## src/rtl/ads8684_ctrl.sv

```systemverilog
// ADS8684 SPI master and channel scheduler.
// Scans the enabled channels in ascending order with one manual-channel-select
// frame each, then one NO_OP frame to flush the pipelined last conversion.
module ads8684_ctrl #(
  parameter int SCLK_DIV = 4,
  parameter int CSN_HIGH = 8
) (
  input  logic        clk,
  input  logic        rst,
  input  logic        start,
  input  logic        auto,
  input  logic [3:0]  ch_en,
  output logic        busy,
  output logic        done,
  output logic        data_valid,
  output logic [1:0]  data_ch,
  output logic [15:0] data,
  output logic        csn,
  output logic        sclk,
  output logic        sdi,
  input  logic        sdo
);

  typedef enum logic [2:0] {IDLE, SETUP, SHIFT, HOLD, GAP} state_t;

  localparam logic [7:0] DIV_M1 = 8'(SCLK_DIV - 1);
  localparam logic [7:0] GAP_M1 = 8'(CSN_HIGH - 1);

  state_t      state, state_nxt;
  logic [7:0]  cnt;
  logic [5:0]  bit_cnt;
  logic [3:0]  pend;
  logic [1:0]  cur_ch, prev_ch;
  logic        cur_flush, first;
  logic [30:0] tx;
  logic [31:0] rx;

  logic        cnt_zero;
  logic        load_frame;
  logic        load_any;
  logic [3:0]  load_mask;
  logic [1:0]  load_ch;

  assign cnt_zero = (cnt == 8'd0);

  // State register; reset aborts any frame in flight.
  always_ff @(posedge clk or posedge rst) begin
    if (rst) state <= IDLE;
    else     state <= state_nxt;
  end

  // Next-state logic: phase counters pace every state except IDLE.
  always_comb begin
    state_nxt = state;
    case (state)
      IDLE:  if (start && ch_en != 4'd0) state_nxt = SETUP;
      SETUP: if (cnt_zero) state_nxt = SHIFT;
      SHIFT: if (cnt_zero && !sclk && bit_cnt == 6'd32) state_nxt = HOLD;
      HOLD:  if (cnt_zero) state_nxt = GAP;
      GAP: begin
        if (cnt_zero) begin
          if (!cur_flush)                  state_nxt = SETUP;
          else if (auto && ch_en != 4'd0)  state_nxt = SETUP;
          else                             state_nxt = IDLE;
        end
      end
      default: state_nxt = IDLE;
    endcase
  end

  // Pick the next frame: remaining mask mid-scan, fresh ch_en at a scan start.
  always_comb begin
    load_frame = (state_nxt == SETUP) && (state != SETUP);
    load_mask  = (state == GAP && !cur_flush) ? pend : ch_en;
    load_any   = (load_mask != 4'd0);
    load_ch    = 2'd0;
    if      (load_mask[0]) load_ch = 2'd0;
    else if (load_mask[1]) load_ch = 2'd1;
    else if (load_mask[2]) load_ch = 2'd2;
    else if (load_mask[3]) load_ch = 2'd3;
  end

  // Serial engine, scan bookkeeping and result outputs.
  always_ff @(posedge clk or posedge rst) begin
    if (rst) begin
      csn        <= 1'b1;
      sclk       <= 1'b0;
      sdi        <= 1'b0;
      busy       <= 1'b0;
      done       <= 1'b0;
      data_valid <= 1'b0;
      data       <= 16'd0;
      data_ch    <= 2'd0;
      cnt        <= 8'd0;
      bit_cnt    <= 6'd0;
      pend       <= 4'd0;
      cur_ch     <= 2'd0;
      prev_ch    <= 2'd0;
      cur_flush  <= 1'b0;
      first      <= 1'b0;
      tx         <= 31'd0;
      rx         <= 32'd0;
    end else begin
      done       <= 1'b0;
      data_valid <= 1'b0;
      if (!cnt_zero) cnt <= cnt - 8'd1;

      case (state)
        IDLE: begin
          if (state_nxt == SETUP) begin
            busy  <= 1'b1;
            first <= 1'b1;
          end
        end
        SETUP: begin
          if (cnt_zero) begin
            sclk    <= 1'b1;
            rx      <= {rx[30:0], sdo};
            cnt     <= DIV_M1;
            bit_cnt <= 6'd0;
          end
        end
        SHIFT: begin
          if (cnt_zero) begin
            cnt <= DIV_M1;
            if (sclk) begin
              sclk    <= 1'b0;
              sdi     <= tx[30];
              tx      <= {tx[29:0], 1'b0};
              bit_cnt <= bit_cnt + 6'd1;
            end else if (bit_cnt != 6'd32) begin
              sclk <= 1'b1;
              rx   <= {rx[30:0], sdo};
            end
          end
        end
        HOLD: begin
          if (cnt_zero) begin
            csn     <= 1'b1;
            sdi     <= 1'b0;
            cnt     <= GAP_M1;
            first   <= 1'b0;
            prev_ch <= cur_ch;
            if (!first) begin
              data       <= rx[31:16];
              data_ch    <= prev_ch;
              data_valid <= 1'b1;
            end
          end
        end
        GAP: begin
          if (cnt_zero && cur_flush) begin
            done <= 1'b1;
            if (state_nxt == IDLE) busy <= 1'b0;
            else                   first <= 1'b1;
          end
        end
        default: ;
      endcase

      if (load_frame) begin
        csn       <= 1'b0;
        sclk      <= 1'b0;
        cnt       <= DIV_M1;
        cur_flush <= !load_any;
        cur_ch    <= load_ch;
        pend      <= load_mask & ~(4'b0001 << load_ch);
        sdi       <= load_any;
        tx        <= load_any ? {1'b1, 2'b00, load_ch, 26'd0} : 31'd0;
      end
    end
  end

endmodule

```

## config.mk

```make
export PLATFORM = sky130hd
export DESIGN_NAME = ads8684_ctrl
export DESIGN_NICKNAME = d
export VERILOG_FILES = /design/src/rtl/ads8684_ctrl.sv
export SDC_FILE = /design/constraint.sdc
export NUM_CORES = 1
export LEC_CHECK = 0
export BUFFER_PORTS_ARGS = -buffer_cell sky130_fd_sc_hd__buf_2
export CELL_PAD_IN_SITES_DETAIL_PLACEMENT = 0
export CELL_PAD_IN_SITES_GLOBAL_PLACEMENT = 2
export CORE_MARGIN = 8
export CORE_UTILIZATION = 46
export CTS_BUF_LIST = sky130_fd_sc_hd__clkbuf_4 sky130_fd_sc_hd__clkbuf_8
export DETAILED_ROUTE_END_ITERATION = 10
export GPL_TIMING_DRIVEN = 0
export PLACE_DENSITY_LB_ADDON = 0.2
export SYNTH_ARGS = -nofsm -noshare
export SYNTH_HDL_FRONTEND = slang
export SYNTH_SLANG_ARGS = --single-unit
```

## constraint.sdc

```tcl
create_clock -name clk -period 6.4 [get_ports clk]
set_input_delay 0.64 -clock clk [delete_from_list [all_inputs] [get_ports clk]]
set_output_delay 0.64 -clock clk [all_outputs]
set_load 0.01 [all_outputs]
```

* Word level (Yosys, flattened, before mapping) *
Index checks and enable logic that the tools add are counted.

storage, ports and cells
  output and inout bits = 24
  bits in registers = 114
  logic and storage cells = 138
  input bits = 9

operators by class
  equality and inequality tests = 22
  $add $sub $neg = 2
  reduce and logical (&&, ||, !) cells = 35
  bitwise operators = 3
  mux-type cells = 57
  shifts and indexed selects = 1

operators by type and width
  operator                                          count
  two-way mux 31 bit                                5
  two-way mux 32 bit                                4
  case mux 32 bit (2 select lines)                  1
  two-way mux 8 bit                                 4
  two-way mux 1 bit                                 23
  two-way mux 6 bit                                 3
  != test 2 bit, second input constant              8
  case mux 8 bit (2 select lines)                   1
  two-way mux 3 bit                                 5
  case mux 3 bit (5 select lines)                   1
  != test 3 bit, second input constant              4
  case mux 6 bit (2 select lines)                   1
  AND reduction 4 bit                               3
  nonzero test 2 bit                                6
  AND reduction 5 bit                               2
  AND reduction 3 bit                               3
  nonzero test 3 bit                                3
  logical NOT 8 bit                                 1
  two-way mux 2 bit                                 4
  nonzero test 4 bit                                2
  subtractor 8 x 1 -> 8 bit, second input constant  1
  logical AND 1 bit                                 7
  adder 6 x 1 -> 6 bit, second input constant       1
  == test 3 x 1 -> 1 bit, second input constant     2
  other kinds (17)                                  25

* Longest topological paths before layout *
  depth in word-level cells = 10
  mapped depth = 8

* Least setup slack after synthesis *
OpenSTA, ideal clock, no wires.

  path type = register -> register
  from = register cnt[0]
  to = register data[10]
  arrival = 2.282 ns
  slack = 3.993 ns
  path buffers = 1
  cell stages (with the launch flop) = 9
  cells stage by stage = dfrtp_1 -> inv_1 -> ha_1 -> or4b_4 -> nor2_4 -> nand4b_2 -> nor2_4 -> buf_6 -> mux2_2

between the ends
  cells in the longest elaborated chain, start to end = 2

ends and longest elaborated chain
  item                           line  RTL
  start: declaration             30    logic [7:0] cnt;
  start signal: assignment       106   if (!cnt_zero) cnt <= cnt - 8'd1;
  logical NOT 8 bit              44    assign cnt_zero = (cnt == 8'd0);
  AND reduction 3 bit (no line)  -
  end signal: assignment         145   data <= rx[31:16];
  end: declaration               17    output logic [15:0] data,

Every way passes these cells.
A chain may end at the register's enable or synchronous reset.

* Worst setup path in the final report *
  from = register cnt[0]
  to = register data_ch[1]

between the ends
  cells in the longest elaborated chain, start to end = 2

ends and longest elaborated chain
  item                           line  RTL
  logical NOT 8 bit              44
  AND reduction 3 bit (no line)  -
  end signal: assignment         146   data_ch <= prev_ch;
  end: declaration               16    output logic [1:0] data_ch,

Every way passes these cells.

==> results.toml <==
[outcome]
outcome = "finished, final reports clean"

[yosys]
syn_inst = 303
synth-seq-cells = 88
synth_top_area_cell = "dfrtp_1"
yosysSeqAreaShare_pct = 57.0
syn_area_sq_um = 3870
synthFlopType = "dfrtp_1"
synth_xor_area_share_pct = 1.81
yosys.cell_count.top_type = "dfrtp_1"
yosysWarningCount = 0
synthAdderAreaFrac_pct = 1.29
synthSimpleGateAreaFrac_pct = 12.5
synth.area.top_cells = "dfrtp_1 (56%), mux2_2 (16%), nor2_1 (2.4%), mux2i_1 (1.6%), ha_1 (1.3%)"
syn_nets = 316
ys_types = 53
async_flop_share_pct = 100
synth_top_family_by_area = "multiplexers"
synth_edf_count = 0
synth_common_cells = "dfrtp_1 (87), mux2_2 (55), nor2_1 (25)"
synth_compound_area_share_pct = 7.57
syn-mean-instance-area_sq_um = 12.8
yosysTopAreaCellShare_pct = 56.3
synthMuxAreaShare_pct = 17.6

[route]
drtAntennaViolNets = 0
route.detailed.drc = 0
routedWlPerCell_microns = 15.6
first_iter_violations = 65
via_count = 2433
finalWirelength_microns = 7150
viasPerCell = 5.32
drt_first_pass_iters = 4

[grt]
grt.total_usage_pct = 13.3
grt_max_degree = 59
grt_pass1_vias = 2492
antenna_found_initial = 0
grt_pass1_wl_microns = 12300
grt.overflow.total = 0

[clocking]
cts_setup_buffers = 0
cts_tree = "built"
cts_buffers = 9
numClockSinks = 88
root_buffer = "clkbuf_8"
clock_latency_ns = 0.35
clk_pin_slew_ns = 0.09
hold_buffers = 0
cts_max_level = 3
ctsResizeCount = 0
clock_path_buffers = 2

[timing]
fin_crit_ns = 2.82
setup_viol = 0
rsz0062_at_grt = "false"
clock_skew_ns = 0.00939
hold_viol = 0
max_slew.worst_pin.slew_ns = 0.619
slew_headroom_pct = 58.6
fin_crit_sh_pct = 44.1
slew_viol_final = 0
setup_tns_ns = 0
hold_ws_ns = 0.279
setup_ws_ns = 3.58
fmax_mhz = 355

[worst_setup_path]
ff2ff_path_depth = 8
end_kind = "flop"
r2r-end = "data_ch[1]"
crit_fanout = 10
slowest_delay_ns = 0.53
crit_top_cell = "nor2_4"
critPathKind = "flop to flop"
critPathSlowestCell = "or4b_4"
regToRegSetupSlack_ns = 3.58
critical_path_required_ns = 6.64
crit_start = "cnt[0]"
rr_startpoint = "cnt[0]"
startpoint_type = "flop"
cp_data_arrival_time_ns = 3.06
path_cells = "inv_1 -> ha_1 -> or4b_4 -> nor2_4 -> nand4b_2 -> nor2_4 -> buf_6 -> mux2_2"

[cells_and_area]
multi_input_area_sq_um = 1570
diodes = 0
drive_gt1_share_pct = 35.5
fillers = 717
instances_no_fill = 457
syn_to_final_growth_pct = 13.1
nets = 360
final-seq-area_sq_um = 2200

[die]
pin_count = 33
die_x_microns = 108
rows = 33
coreArea_sq_um = 8180
start_util_pct = 47.3
die_area_sq_um = 11600
die_height_microns = 108

[placement]
post-place-ws_ns = 3.57
dp_hpwl_microns = 5010
portBuffers = 32
gp_routability_congestion = 0.769
placed_cells = 441

[pwr]
leakage_nw = 2.16
ir_drop_v = 0.000126
powerDensity_nw_per_um2 = 213

[run]
cap_violations = 0

[min_path]
hold_path_class = "primary input to async pin"
area by class of cell:
cell class	instances	share of cell area, %
repair buffers	33	4.29
plain buffers	9	1.06
flip-flops and latches	88	50.4
well taps	105	3.00
multi-input cells	194	36.0
clock inverters	6	1.20
clock buffers	10	3.00
inverters	12	1.09
stage by stage:
stage          total power, mW  area (sq um)  utilization, %
2_1_floorplan            0.578          3870               -
3_3_place_gp             0.585          4160            50.9
3_5_place_dp             0.587          4190            51.3
4_1_cts                  0.948          4370            53.5
5_1_grt                  0.972          4370            53.5
6_report                 0.932          4370            53.5
where the power goes:
part	internal [mW]	total, mW	switching, mW
sequential	0.556	0.556	0.000188
clock	0.151	0.356	0.206
combinational	0.00515	0.0192	0.0141
logic make-up after synthesis:
logic type,count (synthesis)
buffers and inverters,21
AND/OR/NAND/NOR,82
adder cells (fa/ha/maj),4
multiplexers,61
AO/OA/AOI/OAI,39
flip-flops,88
XOR/XNOR,8
worst max-delay path: cells and delay by family (launching register included):
kind / cells / cell delay, ns
AND/OR/NAND/NOR: 4 / 1.43
adder cells (fa/ha/maj): 1 / 0.24
flip-flops: 1 / 0.41
multiplexers: 1 / 0.34
buffers and inverters: 2 / 0.29
flip-flops by register name, indices dropped and copies added, names as in the netlist, 3 cells and up:
signal   cells
rx          32
data        16
cnt          8
bit_cnt      6
tx           5
pend         4
state        3
per-layer routing:
layer / routed length (microns) / part of all wire, % / global-route usage, % / vias up
li1: - / - / - / 1180
met4: 97 / 1.4 / 4.66 / 0
met2: 3340 / 47 / 20.1 / 22
met1: 3500 / 49 / 18.0 / 1223
met5: 0 / 0 / 0 / -
met3: 210 / 2.9 / 3.41 / 8
how the worst max path moves through the flow:
stage          depth (start not counted)  slack [ns]          to
3_5_place_dp                           8        3.57    data[10]
3_3_place_gp                           2        2.46     pend[0]
2_1_floorplan                          1        3.48  bit_cnt[0]
4_1_cts                                8        3.55  data_ch[1]
6_report                               8        3.58  data_ch[1]
5_1_grt                                8        3.41  data_ch[1]
layout by cell type (no fill, tap or decap), types with 3 or more instances in the layout:
master and count:
clkbuf_1 4, buf_2 36, nor2b_1 4, clkbuf_8 9, inv_1 11, nand4_1 3
dfrtp_1 87, nand2_1 12, nor2_1 25, ha_1 4, xor2_1 5, a21o_1 4
mux2_2 55, a21oi_1 7, o21ai_0 9, nor3_1 7, nor2_4 3, o311ai_0 3
o31ai_1 3, and3_1 4, or4_1 3, mux2i_1 6, xnor2_1 3
Note: power is estimated with default switching activity, not from simulation.
